File: config.mk
export PLATFORM = sky130hd
export DESIGN_NAME = mc_ctrl_fsm
export DESIGN_NICKNAME = d
export VERILOG_FILES = /design/src/rtl/mc_ctrl_fsm.sv
export SDC_FILE = /design/constraint.sdc
export NUM_CORES = 1
export LEC_CHECK = 0
export ABC_AREA = 1
export CELL_PAD_IN_SITES_DETAIL_PLACEMENT = 2
export CELL_PAD_IN_SITES_GLOBAL_PLACEMENT = 2
export CORE_ASPECT_RATIO = 0.7
export CORE_UTILIZATION = 17
export DETAILED_ROUTE_END_ITERATION = 8
export GPL_TIMING_DRIVEN = 0
export PLACE_DENSITY = 0.9
export SYNTH_ARGS = -nofsm -noshare
export SYNTH_HDL_FRONTEND = slang
export SYNTH_SLANG_ARGS = --single-unit
File: constraint.sdc
create_clock -name CLK -period 1.7 [get_ports CLK]
set_input_delay 0.34 -clock CLK [delete_from_list [all_inputs] [get_ports CLK]]
set_output_delay 0.34 -clock CLK [all_outputs]
set_load 0.01 [all_outputs]
File: src/rtl/mc_ctrl_fsm.sv
// Main control FSM of the multi-cycle MIPS32 core: sequences fetch, decode,
// execute, memory and writeback over the shared datapath with a memory ready handshake.
module mc_ctrl_fsm #(
  parameter int OP_W = 6,
  parameter int ST_W = 4
) (
  input  logic            CLK,
  input  logic            reset,
  input  logic [OP_W-1:0] opcode,
  input  logic [OP_W-1:0] func,
  input  logic            zero,
  input  logic            mem_ready,
  output logic [ST_W-1:0] state_out,
  output logic            PCWr,
  output logic            IRWr,
  output logic            RegWr,
  output logic            RegDst,
  output logic            MemtoReg,
  output logic            MemRd,
  output logic            MemWr,
  output logic            IorD,
  output logic            ALUSrcA,
  output logic [1:0]      ALUSrcB,
  output logic            ExtOp,
  output logic [3:0]      ALUOp,
  output logic [1:0]      PCSrc,
  output logic            halted,
  output logic            illegal
);

  typedef enum logic [ST_W-1:0] {
    S_IF  = 0,  S_ID  = 1,  S_EXR = 2,  S_WBR = 3,
    S_EXI = 4,  S_WBI = 5,  S_MA  = 6,  S_MRD = 7,
    S_WBL = 8,  S_MWR = 9,  S_BR  = 10, S_HALT = 11,
    S_ILL = 12
  } state_t;

  localparam logic [OP_W-1:0] OP_RTYPE = 6'b000000;
  localparam logic [OP_W-1:0] OP_ADDI  = 6'b001000;
  localparam logic [OP_W-1:0] OP_ORI   = 6'b001101;
  localparam logic [OP_W-1:0] OP_LW    = 6'b100011;
  localparam logic [OP_W-1:0] OP_SW    = 6'b101011;
  localparam logic [OP_W-1:0] OP_BEQ   = 6'b000100;
  localparam logic [OP_W-1:0] OP_J     = 6'b000010;
  localparam logic [OP_W-1:0] OP_HALT  = 6'b111111;

  localparam logic [3:0] ALU_ADD = 4'd0;
  localparam logic [3:0] ALU_SUB = 4'd1;
  localparam logic [3:0] ALU_AND = 4'd2;
  localparam logic [3:0] ALU_OR  = 4'd3;
  localparam logic [3:0] ALU_SLT = 4'd4;

  state_t     state;
  state_t     next_state;
  logic       func_ok;
  logic [3:0] func_aluop;

  // NOTE: sequential state uses non-blocking assignments so every flop samples pre-edge values.
  always_ff @(posedge CLK) begin
    if (!reset) state <= S_IF;
    else        state <= next_state;
  end

  always_comb begin
    func_ok    = 1'b1;
    func_aluop = ALU_ADD;
    case (func)
      6'b100000: func_aluop = ALU_ADD;
      6'b100010: func_aluop = ALU_SUB;
      6'b100100: func_aluop = ALU_AND;
      6'b100101: func_aluop = ALU_OR;
      6'b101010: func_aluop = ALU_SLT;
      default:   func_ok    = 1'b0;
    endcase
  end

  // NOTE: every output is given a default before the case so no path can infer a latch.
  always_comb begin
    next_state = state;
    PCWr     = 1'b0;
    IRWr     = 1'b0;
    RegWr    = 1'b0;
    RegDst   = 1'b0;
    MemtoReg = 1'b0;
    MemRd    = 1'b0;
    MemWr    = 1'b0;
    IorD     = 1'b0;
    ALUSrcA  = 1'b0;
    ALUSrcB  = 2'b00;
    ExtOp    = 1'b1;
    ALUOp    = ALU_ADD;
    PCSrc    = 2'b00;
    halted   = 1'b0;
    illegal  = 1'b0;

    // Reset low leaves every output at its default, which also aborts a pending access.
    if (reset) begin
      case (state)
        S_IF: begin
          MemRd   = 1'b1;
          ALUSrcB = 2'b01;
          IRWr    = mem_ready;
          PCWr    = mem_ready;
          if (mem_ready) next_state = S_ID;
        end
        S_ID: begin
          ALUSrcB = 2'b11;
          case (opcode)
            OP_RTYPE:        next_state = func_ok ? S_EXR : S_ILL;
            OP_ADDI, OP_ORI: next_state = S_EXI;
            OP_LW, OP_SW:    next_state = S_MA;
            OP_BEQ:          next_state = S_BR;
            OP_J: begin
              PCWr       = 1'b1;
              PCSrc      = 2'b10;
              next_state = S_IF;
            end
            OP_HALT:         next_state = S_HALT;
            default:         next_state = S_ILL;
          endcase
        end
        S_EXR: begin
          ALUSrcA    = 1'b1;
          ALUOp      = func_aluop;
          next_state = S_WBR;
        end
        S_WBR: begin
          RegWr      = 1'b1;
          RegDst     = 1'b1;
          next_state = S_IF;
        end
        S_EXI: begin
          ALUSrcA = 1'b1;
          ALUSrcB = 2'b10;
          if (opcode == OP_ORI) begin
            ExtOp = 1'b0;
            ALUOp = ALU_OR;
          end
          next_state = S_WBI;
        end
        S_WBI: begin
          RegWr      = 1'b1;
          next_state = S_IF;
        end
        S_MA: begin
          ALUSrcA    = 1'b1;
          ALUSrcB    = 2'b10;
          next_state = (opcode == OP_SW) ? S_MWR : S_MRD;
        end
        S_MRD: begin
          MemRd = 1'b1;
          IorD  = 1'b1;
          if (mem_ready) next_state = S_WBL;
        end
        S_WBL: begin
          RegWr      = 1'b1;
          MemtoReg   = 1'b1;
          next_state = S_IF;
        end
        S_MWR: begin
          MemWr = 1'b1;
          IorD  = 1'b1;
          if (mem_ready) next_state = S_IF;
        end
        S_BR: begin
          ALUSrcA    = 1'b1;
          ALUOp      = ALU_SUB;
          PCSrc      = 2'b01;
          PCWr       = zero;
          next_state = S_IF;
        end
        S_HALT:  halted  = 1'b1;
        S_ILL:   illegal = 1'b1;
        default: next_state = S_IF;
      endcase
    end
  end

  assign state_out = reset ? state : '0;

endmodule
==> impl_metrics.csv <==
group,metric,value,unit
worst_hold_path,hold_path.class,"input port to register",
worst_setup_path,timing.rr.end,"state[0]",
power,swShare,50.2,%
synth,syn_area_per_cell,4.84,sq um
synth,ys_seq_area_share,10.3,%
worst_hold_path,min_from,"reset",
power,internal_power,755,uW
clock_tree,clk_latency,0.22,ns
placed_design,place.port_buffers,37,
cells_and_area,n_antenna_cell,0,
worst_setup_path,startpoint_type,"register",
cells_and_area,reg_top3,"state (4)",
job,drv_cap,0,
drt,route.detailed.drc,0,
clock_tree,clkTransAtPathRegs,0.03,ns
power,max-vdd-ir-drop,291,uV
cells_and_area,largest_reg_flops,4,
worst_setup_path,critical_path.max_fanout,5,
clock_tree,cts_buffer_depth,2,
cells_and_area,largest-register,"state",
drt,drtIter0Drc,22,
global_routing,grt_pass1_wl,6620,um
drt,num_vias,1319,
power,comb_power_share,74.2,%
cells_and_area,final_net_count,250,
clock_tree,cts_tree,"yes",
power,power.clock.fraction,13.1,%
worst_setup_path,reg2reg_slack,0.20,ns
synth,async_flop_share,0,%
synth,yosysUniqueCellTypes,21,
timing,holdWs,0.463,ns
timing,drv_slew,0,
clock_tree,hold_buffers,0,
placed_design,gp_congestion,0.884,
timing,rsz0062_at_grt,"true",
floorplan,core_area,0.00438,sq mm
synth,synthCells,161,
floorplan,die_h,58.7,um
clock_tree,clock_sinks,4,
drt,antenna_left,0,
floorplan,ios,40,
timing,min_period_over_period,112,%
timing,timing.final.ws_setup,-0.200,ns
clock_tree,numCtsBuffers,3,
power,leakagePower,0.835,nW
worst_hold_path,min_to,"state[1]",
clock_tree,cts-root-buf,"clkbuf_8",
cells_and_area,area_growth,101,%
global_routing,antenna_found_initial,0,
synth,synthTopCellsByCount,"nand2_1, nor2_1, inv_1",
synth,synthTopCellsByArea,"nand2_1, nor2_1, inv_1",
drt,first_pass_iters,4,
worst_setup_path,critPathRequiredTime,1.36,ns
global_routing,grt_overflow,0,
timing,max_freq,526,MHz
synth,yosys_warnings,0,
drt,post_drt_via_cell_ratio,4.60,
floorplan,rows,20,
worst_setup_path,path_class,"register to output pin",
synth,synthFlopType,"dfxtp_1",
synth,synth_area,779,sq um
floorplan,die_x,82.9,um
outcome,violations,"setup timing",
worst_setup_path,arrival,1.56,ns
clock_tree,htreeDepth,1,
synth,syn-num-nets,177,
synth,synth_edf_count,0,
synth,yosysMostFrequentCell,"nand2_1",
placed_design,dp_hpwl,2800,um
drt,totalWireLength,4750,um
synth,yosys.area.top_type,"nand2_1",
outcome,outcome,"finished with violations",
power,seqPwrFrac,12.8,%
drt,drt-wirelength-per-cell,16.5,um
synth,synth-seq-cells,4,
timing,finalCriticalPeriod,1.90,ns
cells_and_area,final_util,35.8,%
global_routing,grt_pass1_vias,1385,
power,finalPower,1.52,mW
timing,fin_skew,0.000108,ns
worst_setup_path,setup.worst_path.end_class,"output pin",
timing,hold_viol_final,0,
worst_setup_path,r2r_cells,10,
floorplan,fp.dieArea,0.00486,sq mm
floorplan,initial_core_util,17.8,%
synth,yosysTopAreaCellShare,22.6,%
worst_hold_path,hold_depth,3,
cells_and_area,drive_gt1_share,47.4,%
global_routing,track_usage,17.1,%
global_routing,grt_max_degree,11,
power,p_per_area,966,mW/mm^2
worst_setup_path,reg2reg_from,"state[3]",
timing,finalSetupViolCount,9,
power,p_sw,761,uW
logic make-up after synthesis:
| kind of cell | after synthesis | synth area share (%) |
|---|---|---|
| AO/OA/AOI/OAI | 16 | 11.4 |
| AND/OR/NAND/NOR | 109 | 62.0 |
| other | 1 | 0.481 |
| flip-flops | 4 | 10.3 |
| buffers and inverters | 31 | 15.9 |
power groups by stage:
stage                     registers, mW  logic (mW)  clock network [mW]
after floorplan                   0.156       0.446                   0
after detailed placement          0.171       0.732                   0
after global placement            0.168       0.708                   0
final                             0.194        1.12               0.198
after CTS                         0.204       0.880               0.205
after global routing              0.196        1.21               0.211
area by class of cell:
| type | instances | area (sq um) |
|---|---|---|
| Tap cell | 55 | 68.8 |
| Multi-Input combinational cell | 126 | 718 |
| Sequential cell | 4 | 95.1 |
| Clock buffer | 3 | 41.3 |
| Inverter | 28 | 108 |
| Buffer | 3 | 22.5 |
| Fill cell | 526 | 2810 |
| Timing Repair Buffer | 68 | 515 |
stage by stage:
step	setup TNS (ns)	instance area [sq um]	setup slack, ns	instances
floorplan	0	779	0.162	161
global route	-2.20	1570	-0.281	287
global placement	-8.46	1220	-0.975	253
CTS	-0.565	1470	-0.140	276
detailed placement	-9.48	1220	-0.981	253
finish	-1.23	1570	-0.200	287
placed cells by master (no fill, tap or decap), drive strengths merged:
cell           synthesis  routed
dfxtp                  4       4
nand3                 13      13
conb                   1       1
nand2                 50      50
dlygate4sd2            0       5
a32oi                  1       1
nand4                  3       3
clkbuf                 1       9
clkdlybuf4s50          0       6
o21ai                  4       4
a21oi                  7       7
buf                    2      48
nor3                   4       4
nor2                  39      39
inv                   28      28
o22ai                  1       1
a31oi                  3       3
clkdlybuf4s15          0       4
dlymetal6s2s           0       2
timing repair:
item | CTS | global route
resized for setup | 128 | 24
buffers inserted | 20 | 11
endpoints found under the setup margin | 21 | 17
pin swaps | 16 | 11
worst max-delay path: stages (launching register included):
cell and delay, ns:
dfxtp_4 0.35, nor2_4 0.18, inv_2 0.08, nor2_4 0.15
inv_2 0.07, nor2_4 0.09, nand2_1 0.06, a31oi_1 0.19
buf_2 0.16
worst max path at each step:
stage	from	to	slack, ns	cells past startpoint
after floorplan	state[3]	ALUOp[0]	0.16	7
after global placement	opcode[3]	ALUOp[0]	-0.98	8
after detailed placement	opcode[3]	ALUOp[0]	-0.98	8
after CTS	state[0]	ALUOp[0]	-0.14	7
after global routing	state[2]	ALUOp[0]	-0.28	8
final	state[2]	ALUOp[0]	-0.20	8
per-layer routing:
metal,GRT usage (%),vias up,routed length [um]
li1,-,642,-
met1,21.5,638,2150
met2,32.9,35,2410
met3,2.52,4,164
met4,0.739,0,24
met5,0,-,0
Note: power is estimated with default switching activity, not from simulation.
